==> config.mk <==
export PLATFORM = sky130hd
export DESIGN_NAME = audio_sample_conditioner_flat
export DESIGN_NICKNAME = d
export VERILOG_FILES = /design/src/rtl/audio_sample_conditioner_if.sv /design/src/rtl/audio_sample_conditioner.sv /design/src/flat_wrapper.sv
export SDC_FILE = /design/constraint.sdc
export NUM_CORES = 1
export LEC_CHECK = 0
export CAP_MARGIN = 5
export CORE_MARGIN = 5
export CORE_UTILIZATION = 30
export DETAILED_ROUTE_END_ITERATION = 6
export GPL_TIMING_DRIVEN = 0
export PLACE_DENSITY = 0.57
export SLEW_MARGIN = 40
export SYNTH_ARGS = -nofsm -noshare
export SYNTH_HDL_FRONTEND = slang
export SYNTH_SLANG_ARGS = --single-unit
==> constraint.sdc <==
create_clock -name clk -period 15.5 [get_ports clk]
set_input_delay 4.65 -clock clk [delete_from_list [all_inputs] [get_ports clk]]
set_output_delay 4.65 -clock clk [all_outputs]
set_load 0.01 [all_outputs]
==> src/rtl/audio_sample_conditioner_if.sv <==
// Codec-side and output-side signals of audio_sample_conditioner.
//   master : drives readReady / readdataLeft / readdataRight and observes
//            doRead plus the conditioned outputs (codec model / consumer).
//   slave  : the conditioner itself.
//   readReady      codec has a sample pair available
//   readdataLeft   left sample, signed, IN_W bits
//   readdataRight  right sample, signed, IN_W bits
//   doRead         one-cycle pop strobe to the codec
//   sampleOut      conditioned mono sample, signed, N bits
//   sampleValid    one-cycle pulse, sampleOut is new
//   peakAbs        |sampleOut| >> (N-10)
//   clipped        saturation occurred for this output
interface audio_sample_conditioner_if #(
   parameter int IN_W = 24,
   parameter int N    = 16
);
   logic            readReady;
   logic [IN_W-1:0] readdataLeft;
   logic [IN_W-1:0] readdataRight;
   logic            doRead;
   logic [N-1:0]    sampleOut;
   logic            sampleValid;
   logic [9:0]      peakAbs;
   logic            clipped;

   modport master (
      output readReady, readdataLeft, readdataRight,
      input  doRead, sampleOut, sampleValid, peakAbs, clipped
   );

   modport slave (
      input  readReady, readdataLeft, readdataRight,
      output doRead, sampleOut, sampleValid, peakAbs, clipped
   );
endinterface

==> src/rtl/audio_sample_conditioner.sv <==
// Pops stereo pairs from the codec, sums to mono, removes DC with a leaky
// tracker, box-car averages and decimates by DECIM, then saturates to N bits.
//   clk  : system clock
//   rst  : asynchronous, active-high reset
//   bus  : audio_sample_conditioner_if.slave (codec read side + outputs)
module audio_sample_conditioner #(
   parameter int IN_W     = 24,
   parameter int N        = 16,
   parameter int DECIM    = 2,
   parameter int DC_SHIFT = 10
) (
   input logic clk,
   input logic rst,
   audio_sample_conditioner_if.slave bus
);
   localparam int LOG2D = $clog2(DECIM);
   localparam int CNT_W = (LOG2D > 0) ? LOG2D : 1;
   localparam int HW    = IN_W + 2;
   localparam int DW    = HW + DC_SHIFT;
   localparam int AW    = HW + LOG2D;

   localparam logic [CNT_W-1:0]  CNT_LAST = CNT_W'(DECIM - 1);
   localparam logic signed [N+1:0] Y_MAX = {3'b000, {(N-1){1'b1}}};
   localparam logic signed [N+1:0] Y_MIN = {3'b111, {(N-1){1'b0}}};

   localparam logic [1:0] S_IDLE  = 2'd0;
   localparam logic [1:0] S_READ  = 2'd1;
   localparam logic [1:0] S_FILT  = 2'd2;
   localparam logic [1:0] S_ACCUM = 2'd3;

   logic [1:0]            state_q,     state_d;
   logic [IN_W-1:0]       left_q,      left_d;
   logic [IN_W-1:0]       right_q,     right_d;
   logic signed [HW-1:0]  hp_q,        hp_d;
   logic signed [DW-1:0]  dcAcc_q,     dcAcc_d;
   logic signed [AW-1:0]  acc_q,       acc_d;
   logic [CNT_W-1:0]      cnt_q,       cnt_d;
   logic [N-1:0]          sampleOut_q, sampleOut_d;
   logic [9:0]            peakAbs_q,   peakAbs_d;
   logic                  valid_q,     valid_d;
   logic                  clipped_q,   clipped_d;

   logic signed [IN_W:0]  mono;
   logic signed [HW-1:0]  dc;
   logic signed [HW-1:0]  hp;
   logic signed [AW-1:0]  acc_sum;
   logic signed [N+1:0]   y;
   logic [N-1:0]          sat;
   logic                  clip;
   logic [N-1:0]          mag;

   always_comb begin
      mono    = $signed({left_q[IN_W-1], left_q}) + $signed({right_q[IN_W-1], right_q});
      // Top HW bits of the tracker are exactly dcAcc >>> DC_SHIFT.
      dc      = $signed(dcAcc_q[DW-1:DC_SHIFT]);
      hp      = $signed({mono[IN_W], mono}) - dc;
      acc_sum = acc_q + AW'(hp_q);
      // Dropping LOG2D + (IN_W-N) low bits performs both arithmetic shifts
      // (average, then width reduction); N+2 bits keep the full range.
      y       = $signed(acc_sum[AW-1:LOG2D+IN_W-N]);
      clip    = 1'b0;
      if (y > Y_MAX) begin
         sat  = Y_MAX[N-1:0];
         clip = 1'b1;
      end else if (y < Y_MIN) begin
         sat  = Y_MIN[N-1:0];
         clip = 1'b1;
      end else begin
         sat  = y[N-1:0];
      end
      // Two's-complement magnitude as unsigned N bits: -2^(N-1) -> 2^(N-1).
      mag = sat[N-1] ? (~sat + 1'b1) : sat;
   end

   always_comb begin
      state_d     = state_q;
      left_d      = left_q;
      right_d     = right_q;
      hp_d        = hp_q;
      dcAcc_d     = dcAcc_q;
      acc_d       = acc_q;
      cnt_d       = cnt_q;
      sampleOut_d = sampleOut_q;
      peakAbs_d   = peakAbs_q;
      valid_d     = 1'b0;
      clipped_d   = 1'b0;
      case (state_q)
         S_IDLE: begin
            if (bus.readReady) state_d = S_READ;
         end
         S_READ: begin
            left_d  = bus.readdataLeft;
            right_d = bus.readdataRight;
            state_d = S_FILT;
         end
         S_FILT: begin
            hp_d    = hp;
            dcAcc_d = dcAcc_q + DW'(hp);
            state_d = S_ACCUM;
         end
         default: begin
            if (cnt_q == CNT_LAST) begin
               acc_d       = '0;
               cnt_d       = '0;
               sampleOut_d = sat;
               peakAbs_d   = 10'(mag >> (N - 10));
               clipped_d   = clip;
               valid_d     = 1'b1;
            end else begin
               acc_d = acc_sum;
               cnt_d = cnt_q + 1'b1;
            end
            state_d = S_IDLE;
         end
      endcase
   end

   always_ff @(posedge clk or posedge rst) begin
      if (rst) begin
         state_q     <= S_IDLE;
         left_q      <= '0;
         right_q     <= '0;
         hp_q        <= '0;
         dcAcc_q     <= '0;
         acc_q       <= '0;
         cnt_q       <= '0;
         sampleOut_q <= '0;
         peakAbs_q   <= '0;
         valid_q     <= 1'b0;
         clipped_q   <= 1'b0;
      end else begin
         state_q     <= state_d;
         left_q      <= left_d;
         right_q     <= right_d;
         hp_q        <= hp_d;
         dcAcc_q     <= dcAcc_d;
         acc_q       <= acc_d;
         cnt_q       <= cnt_d;
         sampleOut_q <= sampleOut_d;
         peakAbs_q   <= peakAbs_d;
         valid_q     <= valid_d;
         clipped_q   <= clipped_d;
      end
   end

   assign bus.doRead      = (state_q == S_READ);
   assign bus.sampleOut   = sampleOut_q;
   assign bus.peakAbs     = peakAbs_q;
   assign bus.sampleValid = valid_q;
   assign bus.clipped     = clipped_q;
endmodule

==> src/flat_wrapper.sv <==
// flat-port wrapper written by rule: the top's interface ports become plain ports
module audio_sample_conditioner_flat 
#(
   parameter int IN_W     = 24,
   parameter int N        = 16,
   parameter int DECIM    = 2,
   parameter int DC_SHIFT = 10
)
  (clk, rst, bus_readReady, bus_readdataLeft, bus_readdataRight, bus_doRead, bus_sampleOut, bus_sampleValid, bus_peakAbs, bus_clipped);
  audio_sample_conditioner_if #(.IN_W(IN_W), .N(N)) bus_i ();
  input logic clk;
  input logic rst;
  input wire logic [$bits(bus_i.readReady)-1:0] bus_readReady;
  input wire logic [$bits(bus_i.readdataLeft)-1:0] bus_readdataLeft;
  input wire logic [$bits(bus_i.readdataRight)-1:0] bus_readdataRight;
  output wire logic [$bits(bus_i.doRead)-1:0] bus_doRead;
  output wire logic [$bits(bus_i.sampleOut)-1:0] bus_sampleOut;
  output wire logic [$bits(bus_i.sampleValid)-1:0] bus_sampleValid;
  output wire logic [$bits(bus_i.peakAbs)-1:0] bus_peakAbs;
  output wire logic [$bits(bus_i.clipped)-1:0] bus_clipped;
  assign bus_i.readReady = bus_readReady;
  assign bus_i.readdataLeft = bus_readdataLeft;
  assign bus_i.readdataRight = bus_readdataRight;
  assign bus_doRead = bus_i.doRead;
  assign bus_sampleOut = bus_i.sampleOut;
  assign bus_sampleValid = bus_i.sampleValid;
  assign bus_peakAbs = bus_i.peakAbs;
  assign bus_clipped = bus_i.clipped;
  audio_sample_conditioner #(.IN_W(IN_W), .N(N), .DECIM(DECIM), .DC_SHIFT(DC_SHIFT)) u_core (.clk(clk), .rst(rst), .bus(bus_i));
endmodule
* Word-level counts from Yosys, hierarchy flattened
Cells that the tools add are included.
** Word-level totals
- ROM bits :: 0
- Bits in writable memories :: 0
- Bits in registers :: 168
- Bits in latches :: 0
- Memories kept :: 0
** Operators by class
- Add/sub/neg operators :: 6
- Reduce and logical (&&, ||, !) cells :: 3
- Equal/unequal tests :: 3
- Multiplexer cells :: 13
- Bitwise logic cells :: 2
- Order comparisons :: 2
- Div/mod/pow operators :: 0
- Multiply operators :: 0
- Shift-type cells :: 0
** Operator list (number)
- $mux 16 :: 3
- $add 36x26->36 :: 1
- $add 27x26->27 :: 1
- $mux 27 :: 1
- $sub 25x26->26 :: 1
- $add 24x24->25 :: 1
- $gt 18x16->1 const B :: 1
- $lt 18x16->1 const B :: 1
- $add 16x1->16 const B :: 1
- $not 16->16 :: 1
- $mux 1 :: 7
- $pmux 2 s3 :: 1
- $reduce_or 3->1 :: 1
- $eq 2x1->1 const B :: 1
- $eq 2x2->1 const B :: 1
- $logic_not 2->1 :: 1
- $mux 2 :: 1
- $ne 2x2->1 const B :: 1
- $reduce_and 2->1 :: 1
- $add 1x1->1 const B :: 1
- $not 1->1 :: 1

* Logic depth before layout (Yosys ltp)
- Depth after elaboration :: 7
- Gate-level depth with buffers :: 27
- Gate-level depth less buffers :: 27

* Worst setup path after synthesis
Ideal clock, no wire load.
- Path type :: flip-flop to output port
- Start :: register u_core.state_q[1]
- End :: output bus_doRead
- Arrival :: 718 ps
- Stages on the path, launching flop included :: 3
- Path buffers :: 0
- Path slack :: 10132 ps
- Path through :: dfrtp_1 -> inv_1 -> ha_1
** Between the ends
- Longest elaborated chain between the ends :: 1
** RTL lines
- start, declared :: line audio_sample_conditioner.sv:31 : logic [1:0] state_q, state_d;
- start signal, assigned :: line audio_sample_conditioner.sv:132 : state_q <= state_d;
- $eq 2x1->1 :: line audio_sample_conditioner.sv:146 : assign bus.doRead = (state_q == S_READ);
- end, declared :: line flat_wrapper.sv:16 : output wire logic [$bits(bus_i.doRead)-1:0] bus_doRead;
No other way between the ends.

* Worst setup path after layout
Same ends and word-level chain as after synthesis.

==> results.toml <==
[run_status]
outcome = "completed"

[floorplanning]
dieHeight_um = 210
io_pins = 80
fp-row-count = 73
die-area_um2 = 44100
start_util_pct = 30.2
core-area_um2 = 39600
die_x_um = 210

[yosys]
syn_area_um2 = 12000
synth-edff-count = 0
synth_cells = 1271
ys_warn_count = 0
yosysSeqAreaShare_pct = 35.1
synth_top_flop_cell = "dfrtp_1"
avgSynthCellArea_um2 = 9.43
async_flop_share_pct = 100
ys_types = 83
synth_nets = 1440
ys_seq_elements = 168

[routing]
drt_wl_total_um = 30500
num_vias = 9514
drt-met1-wl_um = 15400
maxUsedRoutingLayer = "met4"
wl_met3_um = 1230
drc_errors = 0
drt_pass1_iterations = 5
routed-wl-met2_um = 13400
drtAntennaViolNets = 0
wire_per_inst_um = 16.0
viasPerCell = 4.98
drt-initial-drc-count = 517

[placement]
dp.final_hpwl_um = 23900
io_buffer_count = 79
place_area_um2 = 13500
dp_slack_ns = 9.19
globalplace.congestion = 0.883

[sta]
min_period_ns = 6.61
setup_viol = 0
fmaxAchievable_mhz = 151
timing.slew.headroom_pct = 45.7
fin_ws_ns = 8.89
fin_crit_sh_pct = 42.6
fin_setup_tns_ns = 0
rsz0062_at_grt = "no"
slew_violations = 0
tightest_slew_ns = 0.809
finClkSkew_ns = 0.0165
finalHoldViolCount = 0

[grt]
grtUsageTotal_pct = 13.9
first_global_vias = 9411
grt_antenna_before_repair = 0
grt_pass1_wl_um = 49900
grt_remaining_overflow = 0
grt_max_degree = 69

[clock_tree]
clock_path_buffers = 2
ctsResizeCount = 0
hold_buffers = 0
cts_made_buffers = 17
cts_tree = "yes"
cts.sinks = 168
cts.clk_slew.worst_paths_ns = 0.08
htree_levels = 4
clockRootBuffer = "clkbuf_16"
clock_latency_ns = 0.46
post_cts_buffers = 0

[layout]
final_cell_mix = "168 x dfrtp_1, 127 x inv_1, 101 x nand2_1"
area_growth_pct = 17.6
nNetsFinal = 1540
finalCoreUtilization_pct = 35.6
drive_gt1_share_pct = 9.25
finalInstanceArea_um2 = 14100
mostFrequentLayoutCell = "dfrtp_1"
antenna_cells = 0

[critical_path]
cp.arrival_ns = 1.96
regToRegSetupSlack_ns = 9.15
worstRegToRegCells = 22
critical_path_class = "reg -> out"
cp-end-kind = "primary output"
cp_data_required_time_ns = 10.85
worstSetupStartpointType = "flip-flop"
critPathMaxFanout = 6

[min_path]
hold_depth = 1
hold_class = "reg -> reg"

[job]
cap_viol_max_count = 0
[registers in the layout (all words and copies together), names as in the netlist]
| signal | count |
|---|---|
| u_core.bus.sampleOut | 16 |
| u_core.dcAcc_q | 36 |
| u_core.bus.peakAbs | 10 |
| u_core.right_q | 24 |
| u_core.hp_q | 26 |
| u_core.cnt_q | 1 |
| u_core.left_q | 24 |
| u_core.bus.sampleValid | 1 |
| u_core.bus.clipped | 1 |
| u_core.acc_q | 27 |
| u_core.state_q | 2 |
[synth_stat cells, types with 5 or more instances]
library cell	n	area, um^2
a211oi_1	12	90.1
a21boi_0	5	37.5
a21o_1	46	345
a21oi_1	83	415
a22o_1	20	175
a31oi_1	11	68.8
and3_1	14	87.6
and4_1	5	43.8
buf_2	6	30.0
clkbuf_1	31	116
dfrtp_1	168	4200
fa_1	27	541
ha_1	91	1140
inv_1	128	480
mux2_2	54	608
mux2i_1	6	60.1
nand2_1	101	379
nand2b_1	15	93.8
nand3_1	24	120
nand4_1	7	43.8
nor2_1	61	229
nor2b_1	15	93.8
nor3_1	12	60.1
o211ai_1	7	52.6
o21a_1	9	67.6
o21ai_0	89	445
o21ai_1	10	50.1
o21bai_1	12	90.1
o22a_1	11	96.3
o2bb2ai_1	10	87.6
o31ai_1	9	67.6
or3_1	5	31.3
xnor2_1	61	534
xor2_1	17	149
[layout make-up]
class	count	area, um^2
buffer	45	215
clock buffer	17	425
clock inverter	15	175
fill	4114	25500
multi-input combinational	927	7080
timing repair buffer	81	846
inverter	131	499
sequential	168	4200
tap	525	657
[per-stage QoR]
step | hold WS, ns | std cells
after global routing | 0.500 | 1909
after detailed placement | 0.470 | 1877
final | 0.480 | 1909
after global placement | 0.459 | 1875
after CTS | 0.485 | 1909
after floorplan | 0.461 | 1271
[path summary, 6_finish.rpt]
| check | start | to |
|---|---|---|
| setup / recovery | u_core.state_q[1] | bus_doRead |
| hold / removal | u_core.bus.sampleOut[15] | u_core.bus.sampleOut[15] |
| setup reg to reg | u_core.dcAcc_q[11] | u_core.dcAcc_q[35] |
| hold reg to reg | u_core.bus.sampleOut[15] | u_core.bus.sampleOut[15] |
| max in group asynchronous | rst | u_core.dcAcc_q[21] |
| min in group asynchronous | rst | u_core.bus.sampleOut[0] |
[cell families (layout without fill, tap and decap cells)]
logic type / after synthesis / in the layout / synth area share [%]
AOI/OAI and AO/OA: 390 / 390 / 22.2
and+or+nand+nor: 280 / 280 / 11.4
buffers and inverters: 176 / 289 / 5.89
DFF: 168 / 168 / 35.1
adders and majority gates: 118 / 118 / 14.0
xor gates and xnor gates: 79 / 79 / 5.84
muxes: 60 / 60 / 5.57
[routing by layer]
| layer | vias up | global-route usage, % |
|---|---|---|
| met5 | - | 0 |
| li1 | 4732 | - |
| met2 | 194 | 21.6 |
| met4 | 0 | 3.76 |
| met1 | 4554 | 20.1 |
| met3 | 34 | 2.42 |
[worst max-delay path, cell delays in order, from the launching register on]
cell and delay, ns:
dfrtp_1 0.41, inv_1 0.12, ha_1 0.36, clkdlybuf4s50_1 0.61
Power is left out: the tool's default activity adds up to more than one toggle a clock period on the data nets, which glitch-free logic cannot reach.
